### src/rtl/data_ram_sync.sv
// rtl/data_ram_sync.sv - single-clock data RAM with registered read port and clear sequencer
// Optional feature macro: DATA_RAM_PARITY_EN (per-word even parity with error injection)
module data_ram_sync #(
  parameter int          DATA_WIDTH = 8,
  parameter int          ADDR_WIDTH = 4,
  parameter int unsigned INIT_VALUE = 0
) (
  input  logic                  clk,
  input  logic                  reset,
  input  logic                  clear_req,
  output logic                  busy,
  input  logic                  write_enable,
  input  logic [ADDR_WIDTH-1:0] wr_address,
  input  logic [DATA_WIDTH-1:0] data_in,
  input  logic                  read_enable,
  input  logic [ADDR_WIDTH-1:0] rd_address,
  output logic [DATA_WIDTH-1:0] data_out,
  output logic                  rd_valid,
  input  logic                  parity_inject,
  output logic                  parity_error
);

  localparam int DEPTH = 1 << ADDR_WIDTH;
  localparam logic [DATA_WIDTH-1:0] INIT_WORD = DATA_WIDTH'(INIT_VALUE);

`ifdef DATA_RAM_PARITY_EN
  localparam int WORD_W = DATA_WIDTH + 1;
`else
  localparam int WORD_W = DATA_WIDTH;
`endif

  typedef enum logic {
    ST_CLEAR = 1'b0,
    ST_READY = 1'b1
  } state_t;

  state_t                state_q, state_d;
  logic [ADDR_WIDTH-1:0] count_q, count_d;
  logic                  busy_q, busy_d;
  logic [DATA_WIDTH-1:0] data_out_q, data_out_d;
  logic                  rd_valid_q, rd_valid_d;
  logic                  parity_error_q, parity_error_d;

  logic [WORD_W-1:0]     mem_q [DEPTH];

  logic                  mem_we;
  logic [ADDR_WIDTH-1:0] mem_addr;
  logic [WORD_W-1:0]     mem_wdata;

  logic [WORD_W-1:0]     wr_word;
  logic [WORD_W-1:0]     init_word;
  logic [WORD_W-1:0]     rd_word;
  logic                  fwd_hit;
  logic                  rd_mismatch;

`ifdef DATA_RAM_PARITY_EN
  // Stored parity is even parity of the data, optionally flipped to exercise the checker
  assign wr_word     = {(^data_in) ^ parity_inject, data_in};
  assign init_word   = {^INIT_WORD, INIT_WORD};
`else
  logic unused_parity_inject;
  assign unused_parity_inject = parity_inject;
  assign wr_word     = data_in;
  assign init_word   = INIT_WORD;
`endif

  // Same-address write bypasses the array so the read sees the word being written
  assign fwd_hit = write_enable && (wr_address == rd_address);
  assign rd_word = fwd_hit ? wr_word : mem_q[rd_address];

`ifdef DATA_RAM_PARITY_EN
  assign rd_mismatch = rd_word[DATA_WIDTH] ^ (^rd_word[DATA_WIDTH-1:0]);
`else
  assign rd_mismatch = 1'b0;
`endif

  // Next-state, array write port and read-port outputs
  always_comb begin
    state_d        = state_q;
    count_d        = count_q;
    busy_d         = busy_q;
    data_out_d     = data_out_q;
    rd_valid_d     = 1'b0;
    parity_error_d = 1'b0;
    mem_we         = 1'b0;
    mem_addr       = wr_address;
    mem_wdata      = wr_word;

    case (state_q)
      ST_CLEAR: begin
        // Sweep every word with the init value; user accesses are ignored here
        mem_we    = 1'b1;
        mem_addr  = count_q;
        mem_wdata = init_word;
        count_d   = count_q + ADDR_WIDTH'(1);
        if (count_q == '1) begin
          state_d = ST_READY;
          busy_d  = 1'b0;
        end
      end
      ST_READY: begin
        if (clear_req) begin
          // Clear request wins; any same-cycle access is dropped
          state_d = ST_CLEAR;
          count_d = '0;
          busy_d  = 1'b1;
        end else begin
          mem_we = write_enable;
          if (read_enable) begin
            data_out_d     = rd_word[DATA_WIDTH-1:0];
            rd_valid_d     = 1'b1;
            parity_error_d = rd_mismatch;
          end
        end
      end
      default: begin
        state_d = ST_CLEAR;
        count_d = '0;
        busy_d  = 1'b1;
      end
    endcase
  end

  // Control and output registers; reset restarts the clear from word 0
  always_ff @(posedge clk or posedge reset) begin
    if (reset) begin
      state_q        <= ST_CLEAR;
      count_q        <= '0;
      busy_q         <= 1'b1;
      data_out_q     <= '0;
      rd_valid_q     <= 1'b0;
      parity_error_q <= 1'b0;
    end else begin
      state_q        <= state_d;
      count_q        <= count_d;
      busy_q         <= busy_d;
      data_out_q     <= data_out_d;
      rd_valid_q     <= rd_valid_d;
      parity_error_q <= parity_error_d;
    end
  end

  // Storage array; contents are defined by the clear sweep, not by reset
  always_ff @(posedge clk) begin
    if (mem_we) begin
      mem_q[mem_addr] <= mem_wdata;
    end
  end

  assign busy         = busy_q;
  assign data_out     = data_out_q;
  assign rd_valid     = rd_valid_q;
  assign parity_error = parity_error_q;

endmodule

### config.mk
export PLATFORM = sky130hd
export DESIGN_NAME = data_ram_sync
export DESIGN_NICKNAME = d
export VERILOG_FILES = /design/src/rtl/data_ram_sync.sv
export SDC_FILE = /design/constraint.sdc
export NUM_CORES = 1
export LEC_CHECK = 0
export ABC_CLOCK_PERIOD_IN_PS = 2890
export CAP_MARGIN = 20
export CORE_ASPECT_RATIO = 1.4
export CORE_MARGIN = 2
export CORE_UTILIZATION = 55
export DETAILED_ROUTE_END_ITERATION = 6
export GPL_TIMING_DRIVEN = 0
export PLACE_DENSITY = 0.74
export SLEW_MARGIN = 20
export SYNTH_ARGS = -nofsm -noshare
export SYNTH_HDL_FRONTEND = slang
export SYNTH_SLANG_ARGS = --single-unit
### constraint.sdc
create_clock -name clk -period 2.89 [get_ports clk]
set_input_delay 0.289 -clock clk [delete_from_list [all_inputs] [get_ports clk]]
set_output_delay 0.289 -clock clk [all_outputs]
set_load 0.02 [all_outputs]
Yosys cells after proc, flatten, opt, wreduce, memory -nomap -nowiden
Memories as Yosys holds them, arrays and structs flattened. A register that Yosys moved wholly into a read port is not among the register bits.
Cells that the tools add are included.
{"block": "word_totals", "ff_bits": 7, "latchBits": 0, "mem_bits_rw": 128, "romBits": 0, "inputBits": 22, "output_inout_bits": 11, "wordCells": 30, "mem_count": 1}
{"memory": "mem_q", "depth": 16, "word_bits": 8, "read_ports": 1, "rd_clocked_by_memory_dff": 1, "wr": 1, "line": "44", "text": "logic [WORD_W-1:0] mem_q [DEPTH];"}
{"block": "op_classes", "addsub": 1, "mul": 0, "div": 0, "n_lt_le_gt_ge": 0, "n_eq_ne": 3, "n_shift": 0, "n_mux": 17, "bitwise_logic": 2, "reduce_logical": 2}
{"cell": "2-to-1 mux 1 bit", "n": 10}
{"cell": "2-to-1 mux 4 bit", "n": 2}
{"cell": "2-to-1 mux 8 bit", "n": 1}
{"cell": "case mux 4 bit (2 select lines)", "n": 1}
{"cell": "case mux 1 bit (2 select lines)", "n": 3}
{"cell": "adder 4 x 1 -> 4 bit (second input constant)", "n": 1}
{"cell": "== test 4 bit (second input constant)", "n": 1}
{"cell": "!= test 2 bit (second input constant)", "n": 2}
{"cell": "AND reduction 3 bit", "n": 1}
{"cell": "NOT 1 bit", "n": 2}
{"cell": "AND reduction 2 bit", "n": 1}

Longest topological paths before layout
Gate-level depths: netlist (run 1).
{"block": "depth", "ltp_word": 4, "ltp_mapped": 7, "ltp_nobuf": 6}

Worst setup path before layout (run 1)
No wires, ideal clock.
{"block": "synth_timing", "path_kind": "register to register", "start": "reg state_q", "end": "mem mem_q[1][0] in the netlist's numbering (enable)", "setup_time_ns": 0.370, "t_arrival_ns": 1.662, "required_time_ns": 2.520, "path_slack_ns": 0.858, "stages_incl_launch_ff": 7, "n_path_buf": 3, "synth_period_minus_slack_ns": 2.032, "path_cell_list": "dfrtp_1 buf_6 clkbuf_1 clkbuf_1 nand2_1 o32a_1 nor2_1"}
{"block": "synth_between", "elab_chain_cells": 4, "elab_cells_between_ends": 5, "cone_classes": "mux (4); bitwise (1)"}
{"item": "start, declared", "line": "37", "text": "state_t state_q, state_d;"}
{"item": "start signal, assigned", "line": "134", "text": "state_q <= state_d;"}
{"item": "NOT 1 bit"}
{"item": "case mux 1 bit (2 select lines)", "line": "89", "text": "case (state_q)"}
{"item": "2-to-1 mux 1 bit", "line": "145", "text": "if (mem_we) begin"}
{"item": "2-to-1 mux 1 bit (not written as such)", "line": "146", "text": "mem_q[mem_addr] <= mem_wdata;"}
{"item": "end, declared", "line": "44"}
Several ways; a longest one is shown, not always the timed one.

Worst setup path in the final report (run 1)
{"block": "layout_timing", "start": "reg state_q", "end": "mem mem_q[15][1] in the netlist's numbering (enable)"}
Same word-level chain as after synthesis.

==> results.tsv, run 1 <==
metric	value	unit
status	finished, final reports clean	
syn_to_final_growth	17.9	%
netlist_area	0.00585	mm2
wirelength	12100	um
core-area	0.0103	mm2
grt-ovfl-total	0	
reg2reg_slack	260	ps
relSlewSlack	43.0	%
io-pin-count	33	
finalPower	6.58	mW
leakagePower	2.32	nW
cts_max_path_buffers	2	
vias	3193	
worst_path_max_delay_cell	nor2_1	
timing.hold.ws	239	ps
holdCritPathClass	primary input to async pin	
ys_seq_area_share	72.1	%
vias_per_cell	6.11	
diodes	0	
drtAntennaViolNets	0	
vdd_drop_max	0.552	mV
fin_tns_setup	0	ps
synth_flop_cell	edfxtp_1	
grt_max_degree	18	
syn_inst	325	
p_per_area	954	mW/mm2
reg2reg_to	mem_q[15][1]	
numCtsBuffers	17	
antenna_found_initial	0	
gp_congestion	0.872	
end_kind	flip-flop	
cp_cell_sequence	buf_6 > clkbuf_1 > clkbuf_1 > a31oi_1 > nor2_1	
fin_skew	8.72	ps
layout-drive-gt1-share	19.0	%
synth_area_leader_cell	edfxtp_1	
wl_met1	4760	um
routed-wl-met2	6190	um
crit_top_cell	clkbuf_1	
critPathBufInv	3	
finalMaxSlewViolations	0	
post-route-min-period	2630	ps
setup_viol	0	
max_stage_delay	740	ps
critical_path_arrival	2680	ps
syn-num-nets	348	
min_period_over_period	91.0	%
dp_hpwl	7780	um
cp.required	2930	ps
worstRegToRegCells	5	
drt_iter0_drc	287	
cts_hold_repair.buffers	0	
syn_area_per_cell	18.0	um2
highest_layer	met4	
port_buffers	28	
cts-root-buf	clkbuf_16	
r2r-start	state_q	
worst_pin_slew	852	ps
crit_type	flip-flop to flip-flop	
async_reset_ff_share	10.5	%
dr.pass1.iters	5	
ys_top_cells_by_area	edfxtp_1, mux4_2, dfrtp_1	
ys_seq_elements	143	
die_h	126	um
synth.top_cell.area_share	65.7	%
clock_sinks	143	
start_kind	flip-flop	
initial_core_util	56.5	%
cts_tree	yes	
cap_violations	0	
cts_resized	0	
layout_commonest_cell	edfxtp_1	
row_count	44	
drc	0	
hold_viol_final	0	
wl_met3	668	um
grt_first_pass_wirelength	18400	um
track_usage	22.7	%
dieArea	0.0115	mm2
clk_pin_slew	60	ps
wire_per_inst	23.1	um
critical_path.top_delay_family	buffers and inverters	
rsz0062_at_grt	false	
synth_cell_type_count	42	
die_width	91.2	um
synth_edf_count	128	
clock_insertion_delay_worst_skew	420	ps
cts_setup_buffers	0	
ctsHtreeMaxLevel	4	
yosys_warnings	0	
cp_max_fo	10	
nets	395	
fmax	380	MHz
grt_pass1_vias	3216	
final_cell_mix	edfxtp_1, mux4_2, clkdlybuf4s50_1, nor2_1, nand3_1	
cell type report:
class	count	area [um2]
flip-flops and latches	143	4220
fillers	729	3450
multi-input cells	159	1530
clock buffers	18	429
repair buffers	28	280
well taps	138	173
clock inverters	14	166
plain buffers	17	81.3
inverters	6	22.5
worst max-delay path by stage:
stage / slack [ps] / end / cells past startpoint / startpoint
6_report: 260 / mem_q[15][1] / 5 / state_q
5_1_grt: 130 / mem_q[13][3] / 6 / state_q
4_1_cts: 260 / mem_q[15][1] / 5 / state_q
3_5_place_dp: 270 / mem_q[15][3] / 5 / state_q
3_3_place_gp: 360 / mem_q[14][1] / 5 / state_q
2_1_floorplan: 860 / mem_q[1][0] / 6 / state_q
stage by stage:
step | cells | instance area (um2) | setup WS [ps] | utilization (%)
final | 523 | 6900 | 259 | 66.6
after global routing | 523 | 6900 | 132 | 66.6
after CTS | 523 | 6900 | 261 | 66.6
after detailed placement | 491 | 6300 | 271 | 60.9
after global placement | 491 | 6300 | 359 | 60.9
after floorplan | 325 | 5850 | 858 | -
worst register-to-register path, stage by stage (launching register included):
cell      delay [ps]
dfrtp_1          340
buf_6            140
clkbuf_1         340
clkbuf_1         380
a31oi_1          310
nor2_1           740
cells in the mapped netlist, types with 2 or more instances:
library cell and number:
a21o_1 8, mux2i_1 2, nand3_1 18, nor2b_1 3, o21ai_0 5, xnor2_1 3
mux4_2 32, nor2_1 23, inv_1 5, a22oi_1 16, edfxtp_1 128, buf_2 5
dfrtp_1 14, clkbuf_1 9, and2_1 9, xor2_1 2, nand2_1 17, a21oi_1 2
routing by layer:
metal  GRT usage (%)  vias up
met2            36.0      152
met4            11.8        0
li1                -     1390
met1            29.3     1619
met5               0        -
met3            5.50       32
cell families after synthesis:
group	share of synthesized area, %
other	0.0641
and+or+nand+nor	6.42
muxes	13.2
xor gates and xnor gates	1.03
adders and majority gates	0.214
AOI/OAI and AO/OA	5.11
DFF	72.1
buffers and inverters	1.78
registers in the layout, summed over array words and instances, names as in the netlist:
name,flops
busy,1
data_out,8
mem_q,128
rd_valid,1
state_q,1
count_q,4
report_power, final:
group | internal (mW) | total, mW | switching, mW
Combinational | 0.497 | 1.41 | 0.917
Clock | 1.35 | 2.18 | 0.825
Sequential | 2.84 | 2.99 | 0.155
Total | 4.69 | 6.58 | 1.90
(Power assumes the default switching activity.)
==> run 2, diff against run 1 <==
- CORE_MARGIN: 2 -> default
- CTS_BUF_LIST: default -> sky130_fd_sc_hd__clkbuf_8
- RECOVER_POWER: default -> 100
==> run 2 against run 1 <==
Effect of this change:
- wire length decreased by 2.5%
- hold slack improved by 120 ps
- maximum frequency decreased by 1.3%
- largest power group unchanged
- largest cell class unchanged
- clock-buffer cell count is 1 lower
- utilization shrank 1.5 points
==> results.tsv, run 2 (synthesized netlist as in run 1, its figures left out) <==
metric	value	unit	change
status	finished, final reports clean		unchanged
drtAntennaViolNets	0		unchanged
clock_sinks	143		unchanged
num-fill-cells	748		was 729
seqCellArea	0.00422	mm2	unchanged
drt_iter0_drc	315		was 287
syn_to_final_growth	15.2	%	was 17.9%
layout-drive-gt1-share	19.0	%	unchanged
gp_congestion	0.892		was 0.872
cp_max_fo	10		unchanged
cts-root-buf	clkbuf_8		was clkbuf_16
cap_violations	0		unchanged
finalPower	6.09	mW	was 6.58 mW
regMostFlops	mem_q		unchanged
io-pin-count	33		unchanged
die_width	89.2	um	was 91.2 um
largest_reg_flops	128		unchanged
vdd_drop_max	0.656	mV	was 0.552 mV
cp.required	2960	ps	was 2930 ps
port_buffers	28		unchanged
nets	395		unchanged
cts_setup_buffers	0		unchanged
wl_met3	710	um	was 668 um
worst_pin_slew	1000	ps	was 852 ps
numCtsBuffers	17		unchanged
die_h	124	um	was 126 um
track_usage	24.4	%	was 22.7%
dp_cells	491		unchanged
core-area	0.0103	mm2	unchanged
critical_path_arrival	2740	ps	was 2680 ps
post-route-min-period	2670	ps	was 2630 ps
holdCritPathClass	primary input to async pin		unchanged
finalMaxSlewViolations	0		unchanged
cts_tree	yes		unchanged
grt_pass1_vias	3117		was 3,216
dp_hpwl	7920	um	was 7780 um
clock_insertion_delay_worst_skew	440	ps	was 420 ps
cts_max_path_buffers	2		unchanged
end_kind	flip-flop		unchanged
min_period_over_period	92.3	%	was 91.0%
p_per_area	904	mW/mm2	was 954 mW/mm2
grt_first_pass_wirelength	17900	um	was 18,400 um
row_count	44		unchanged
fin_tns_setup	0	ps	unchanged
diodes	0		unchanged
grt_max_degree	18		unchanged
routed-wl-met2	6050	um	was 6190 um
vias	3103		was 3,193
layout_commonest_cell	edfxtp_1		unchanged
cts_hold_repair.buffers	0		unchanged
final_cell_mix	edfxtp_1, mux4_2, nor2_1, nand3_1		was edfxtp_1, mux4_2, clkdlybuf4s50_1, nor2_1, nand3_1
relSlewSlack	33.2	%	was 43.0%
start_kind	flip-flop		unchanged
grt-ovfl-total	0		unchanged
cts_resized	0		unchanged
highest_layer	met4		unchanged
instances_no_fill	523		unchanged
leakagePower	2.28	nW	was 2.32 nW
dr.pass1.iters	5		unchanged
drc	0		unchanged
setup_viol	0		unchanged
clk_pin_slew	70	ps	was 60 ps
multi_input_area	0.00153	mm2	unchanged
ctsHtreeMaxLevel	4		unchanged
initial_core_util	56.5	%	unchanged
wl_met1	4540	um	was 4760 um
vias_per_cell	5.93		was 6.11
wirelength	11800	um	was 12,100 um
fmax	375	MHz	was 380 MHz
dieArea	0.0111	mm2	was 0.0115 mm2
rsz0062_at_grt	false		unchanged
antenna_found_initial	0		unchanged
fin_skew	7.96	ps	was 8.72 ps
crit_type	flip-flop to flip-flop		unchanged
wire_per_inst	22.5	um	was 23.1 um
fin_util	65.1	%	was 66.6%
hold_viol_final	0		unchanged
[run 2: changes by cell type in the layout (fill, tap and decap cells not counted)]
cell | previous run | this run
and2_0 | 0 | 8
and2_1 | 9 | 1
bufinv_16 | 3 | 5
clkbuf_1 | 10 | 9
clkbuf_16 | 17 | 0
clkbuf_8 | 0 | 17
clkdlybuf4s50_1 | 28 | 17
clkinv_1 | 4 | 2
clkinv_2 | 1 | 4
clkinv_4 | 4 | 0
dlygate4sd3_1 | 0 | 11
inv_1 | 5 | 8
inv_6 | 2 | 1
[run 2: power breakdown]
part	switching, mW	internal (mW)	total (mW)
clock network	0.717	1.01	1.73
registers	0.148	2.83	2.98
logic	0.910	0.474	1.38
[run 2: final cells by class]
| cell class | count | share of cell area [%] |
|---|---|---|
| sequential | 143 | 62.6 |
| multi-input combinational | 159 | 22.6 |
| timing repair buffer | 28 | 4.16 |
| clock buffer | 17 | 3.47 |
| clock inverter | 15 | 2.99 |
| tap | 138 | 2.56 |
| buffer | 17 | 1.21 |
| inverter | 6 | 0.334 |
[run 2: through the flow]
stage / cell area (um2) / hold slack, ps / setup slack [ps]
final: 6740 / 362 / 223
after global routing: 6740 / 423 / 71.4
after CTS: 6740 / 229 / 245
after detailed placement: 6300 / 495 / 274
after global placement: 6300 / 484 / 347
after floorplan: 5850 / 190 / 858
[run 2: path summary, 6_finish.rpt]
path | start | endpoint | slack, ps | cells after the start
min in group clk | data_out[6] | data_out[6] | 500 | 2
worst max register to register | state_q | mem_q[14][4] | 220 | 5
max in group asynchronous | reset | state_q | 2120 | 2
worst min-delay path | reset | count_q[3] | 360 | 2
worst min register to register | data_out[6] | data_out[6] | 500 | 2
worst max-delay path | state_q | mem_q[14][4] | 220 | 5
[run 2: metal layers]
| metal | track usage [%] | vias to the layer above |
|---|---|---|
| li1 | - | 1380 |
| met2 | 38.5 | 133 |
| met5 | 0 | - |
| met1 | 31.4 | 1557 |
| met4 | 12.5 | 0 |
| met3 | 6.16 | 33 |
[run 2: critical path, stage by stage (launching register included)]
cell	delay [ps]
dfrtp_1	350
buf_6	140
clkbuf_1	330
clkbuf_1	370
a32oi_1	380
nor2_1	730
==> RTL change 1, RTL diff (config.mk and constraints of run 1) <==
Add a define of `DATA_RAM_PARITY_EN`.
--- a/src/rtl/data_ram_sync.sv
+++ b/src/rtl/data_ram_sync.sv
@@ -1,4 +1,6 @@
 // rtl/data_ram_sync.sv - single-clock data RAM with registered read port and clear sequencer
 // Optional feature macro: DATA_RAM_PARITY_EN (per-word even parity with error injection)
+`define DATA_RAM_PARITY_EN
+
 module data_ram_sync #(
   parameter int          DATA_WIDTH = 8,
Check against the original RTL: no difference found for any inputs over 10 cycles, from zero or initial values and one cycle with reset high; that may be too few to reach the edited logic, so the function may still have changed.
==> RTL change 1 against run 1 <==
- routed wire length grew 28%
- sequential cell count grew 17
- area after synthesis increased by 16%
- clock skew about the same
- worst setup slack got worse by 140 ps
- utilization shrank 0.29 points
- cell count rose by 15%
- final area grew 15%
- power is 8.7% higher
- critical endpoint is now parity_error
- global-route usage is 2.0 points higher
==> RTL change 1: results (changes against run 1) <==
* Status: complete, no violations
* Post-synth EDFFs at 144 (+13%)
* Seq area share at 0.597 (-0.0152)
* Layout Cells excl Fill at 601 (+15%)
* Final #Nets at 464 (+17%)
* Cell Area, Placed at 7290 sq um (+16%)
* Placed wire-length estimate at 9.53 mm (+23%)
* First drt pass iteration count at 5 (unchanged)
* Post-Syn Area per Cell at 17.4 sq um (-3.4%)
* Routed WL per cell at 25.7 microns (+11%)
* Non-clk buf share at 0.0550 (+0.00255)
* Initial antenna violation count at 0 (unchanged)
* Final setup skew at 8.72 ps (+0.000920 ps)
* Clock Buffer Count at 17 (-1)
* CTS resizes at 4 (+4)
* Most frequent cells after synthesis: edfxtp_1, mux2i_1, nor2_1
* Vias in the first global route at 3,866 (+20%)
* Setup bufs post-CTS at 0 (unchanged)
* GPL Wtd Cong at 0.758 (-13%)
* Asr flop ratio synth at 0.100 (-0.00490)
* Initial drt markers at 370 (+29%)
* Worst R2R Start: state_q
* CTS max path bufs at 2 (unchanged)
* Largest reg by FF count: mem_q
* Arrival @ worst endpoint at 3100 ps (+420 ps)
* Max FFs per register at 144 (+13%)
* Syn nets at 412 (+18%)
* Largest net degree at the start of global routing at 17 (-1)
* Fill cells at 787 (+8.0%)
* Flop2flop setup slack at 240 ps (-20 ps)
* Top FF cell, synth: edfxtp_1
* Reg2reg end: mem_q[3][6]
* Port buffer count at 32 (+14%)
* Via density at 6.25 (+2.4%)
* Multi-input logic area at 1940 sq um (+27%)
* Clk_lat worst skew at 420 ps (about the same)
* Crit path to: parity_error
* First-pass GRT wire length at 23.2 mm (+26%)
* Synth unique cells at 45 (+7.1%)
* Final Util at 0.664 (-0.00291)
* Crit. Startpoint: rd_address[3]
* Clock sink count at 160 (+12%)
* Seq/Total Area, Yosys at 0.698 (-0.0231)
* Reg2Reg Depth at 5 (unchanged)
* Final clock-cell share at 0.0764 (-0.00989)
* ANT cells at 0 (unchanged)
* Synth area leaders: edfxtp_1, mux4_2, dfrtp_1
* Worst slew pin tran at 1120 ps (+265 ps)
* Place WS at -445 ps (-716 ps)
* Layout cells sized above 1 at 0.176 (-0.0134)
* GR Util All Layers at 0.246 (+0.0199)
* Signal buffers at 50 (+11%)
* Multi-input gates at 203 (+28%)
* Inverters at 9 (+3)
* H-tree depth at 4 (unchanged)
* Post-route setup slack at 118 ps (-141 ps)
* Max VDD drop at 441 uV (-20%)
* Placed Cells at 568 (+16%)
* Leakage at 2.81 nW (+21%)
## RTL change 1: changes by cell type in the layout (fill, tap and decap cells not counted), moves of 7 or more
cell | run 1 | this run
xnor2_1 | 3 | 10
a21o_1 | 8 | 0
mux4_1 | 0 | 8
mux4_2 | 32 | 22
nand3_1 | 18 | 3
a22oi_1 | 16 | 5
mux2i_1 | 2 | 31
edfxtp_1 | 128 | 144
o21ai_0 | 5 | 18
nor2_2 | 0 | 9
## RTL change 1: routing by layer
metal / track usage / share of wire
met5: 0 / 0
met4: 0.101 / 0.026
met3: 0.0521 / 0.057
met2: 0.430 / 0.53
met1: 0.302 / 0.39
## RTL change 1: worst min path at each step
stage	depth (start not counted)	slack, ps	end	startpoint
6_report	2	230	count_q[3]	reset
5_1_grt	2	290	count_q[3]	reset
4_1_cts	2	250	count_q[3]	reset
3_5_place_dp	2	470	data_out[3]	data_out[3]
3_3_place_gp	2	460	data_out[4]	data_out[4]
2_1_floorplan	1	200	count_q[0]	reset
## RTL change 1: cells by family (layout without fill, tap and decap cells)
kind of cell,after synthesis,in the layout,synth area share
AOI/OAI and AO/OA,46,46,0.0455
xor gates and xnor gates,19,19,0.0287
adders and majority gates,1,1,0.00185
buffers and inverters,26,91,0.0192
DFF,160,160,0.698
muxes,65,65,0.158
and+or+nand+nor,72,72,0.0481
## RTL change 1: power breakdown
part / total, mW / internal, mW / switching, mW / leakage [nW]
logic: 1.55 / 0.554 / 0.999 / 0.981
registers: 3.31 / 3.14 / 0.171 / 1.55
clock network: 2.29 / 1.37 / 0.927 / 0.281
## RTL change 1: critical path, cell delays in order
cell and delay (ps):
clkdlybuf4s50_1 520, clkbuf_4 280, nor2_1 590, a22oi_1 270
a211oi_1 280, nor3b_1 90, a211oi_2 190, xnor2_1 160
xnor2_1 180, mux2i_1 240
==> RTL change 2, RTL diff (config.mk and constraints of run 1) <==
Made on the original files. Register the output `data_out` once more, without a reset; this adds one clock of latency there. The other outputs are not delayed to match.
--- a/src/rtl/data_ram_sync.sv
+++ b/src/rtl/data_ram_sync.sv
@@ -149,5 +149,7 @@
 
   assign busy         = busy_q;
-  assign data_out     = data_out_q;
+  always_ff @(posedge clk) begin
+    data_out <= data_out_q;
+  end
   assign rd_valid     = rd_valid_q;
   assign parity_error = parity_error_q;
Formal check against the unedited RTL: same outputs for any inputs over 10 cycles, from zero or initial values and one cycle with reset high; that may be too few to reach the edited logic, so the function may still have changed.
==> RTL change 2 against run 1 <==
- sequential cell count grew 8
- highest routed layer unchanged
- final area grew 2.1%
- largest cell class unchanged
- worst setup slack gained 120 ps
- area after synthesis grew 2.8%
- routed wire length grew 2.9%
- power grew 1.0%
- largest power group unchanged
- critical path type unchanged
- die area grew 2.7%
- first-iteration DRC count grew 16%
==> RTL change 2: results (changes against run 1) <==
* Status: complete, no violations
* Worst slew pin tran at 835 ps (-16.8 ps)
* Asr flop ratio synth at 0.0993 (-0.00556)
* Leakage at 2.39 nW (+3.1%)
* First-pass GRT wire length at 19.2 mm (+4.3%)
* GRT met3 Usage at 0.0670 (+0.0120)
* Syn nets at 368 (+5.7%)
* M2 GR Usage at 0.343 (-0.0173)
* Post-Syn Area per Cell at 17.4 sq um (-3.2%)
* Critical path peak fanout at 10 (unchanged)
* Final #Nets at 415 (+5.1%)
* Routed vias at 3,298 (+3.3%)
* Synth area leaders: edfxtp_1, mux4_2, dfrtp_1
* Layout cells sized above 1 at 0.180 (-0.00936)
* Top FF cell, synth: edfxtp_1
* Most frequent cells after synthesis: edfxtp_1, mux4_2, nor2_1
* GR Util All Layers at 0.229 (+0.00219)
* HP Class: in -> async
* Seq/Total Area, Yosys at 0.729 (+0.00727)
* CTS max path bufs at 2 (unchanged)
* Placed wire-length estimate at 8.19 mm (+5.3%)
* Initial drt markers at 334 (+16%)
* GPL Wtd Cong at 0.888 (+1.9%)
* Via density at 6.04 (-1.1%)
* Synth unique cells at 39 (-7.1%)
* GR Util met1 at 0.291 (-0.00172)
* Port buffer count at 28 (unchanged)
* Placed Cells at 514 (+4.7%)
* Final WL at 12.4 mm (+2.9%)
* Max VDD drop at 486 uV (-12%)
* Vias in the first global route at 3,365 (+4.6%)
* Fill cells at 720 (-1.2%)
* Arrival @ worst endpoint at 2560 ps (-120 ps)
-- RTL change 2: changes by cell type after synthesis, sizes merged, moves of 2 or more --
cell    before  now
xnor2        4    2
nand3       18    9
clkbuf       9   11
a31oi        1   11
nor2        23   32
a21o         8    1
nand2b       1    4
a221o        0    2
o22ai        1    3
o21ai        5   12
dfxtp        0    8
-- RTL change 2: area by class of cell --
| type | instances | area share |
|---|---|---|
| Buffer | 18 | 0.0123 |
| Clock buffer | 20 | 0.0694 |
| Clock inverter | 12 | 0.0124 |
| Inverter | 6 | 0.00320 |
| Multi-Input combinational cell | 170 | 0.216 |
| Sequential cell | 151 | 0.622 |
| Tap cell | 141 | 0.0250 |
| Timing Repair Buffer | 28 | 0.0398 |
-- RTL change 2: cells by family (layout without fill, tap and decap cells) --
family / after synthesis / in the layout / share of synthesized area
other cells: 1 / 1 / 0.000624
flops: 151 / 151 / 0.729
buf+inv: 24 / 84 / 0.0181
xor+xnor: 3 / 3 / 0.00437
simple gates: 77 / 77 / 0.0583
fa+ha+maj: 1 / 1 / 0.00208
mux: 34 / 34 / 0.123
compound gates: 54 / 54 / 0.0645
-- RTL change 2: critical path, stage by stage, from the launching register on --
cell	delay (ps)
dfrtp_1	350
buf_6	140
clkbuf_1	340
clkbuf_1	370
a31oi_1	260
nor2_1	670
-- RTL change 2: worst paths after layout --
check	endpoint	slack [ps]
setup / recovery	mem_q[2][3]	380
hold / removal	rd_valid	210
setup reg to reg	mem_q[2][3]	380
hold reg to reg	data_out[6]	370
max in group asynchronous	busy	2300
min in group clk	data_out[6]	370
-- RTL change 2: stage by stage --
| stage | setup slack [ps] | util | hold slack [ps] | instance area [sq um] |
|---|---|---|---|---|
| 2_1_floorplan | 942 | - | 190 | 6010 |
| 3_3_place_gp | 402 | 0.601 | 355 | 6470 |
| 3_5_place_dp | 309 | 0.601 | 358 | 6470 |
| 4_1_cts | 377 | 0.655 | 234 | 7040 |
| 5_1_grt | 233 | 0.655 | 261 | 7040 |
| 6_report | 377 | 0.655 | 214 | 7040 |
-- RTL change 2: power breakdown --
group	internal, mW	total [mW]	switching [mW]
registers	2.98	3.16	0.175
clock network	1.23	2.09	0.859
logic	0.514	1.41	0.894
-- RTL change 2: per-layer routing --
layer	vias to the layer above	routed length, microns
met5	-	0
met4	0	751
met3	43	807
met2	157	6030
met1	1643	4850
li1	1455	-
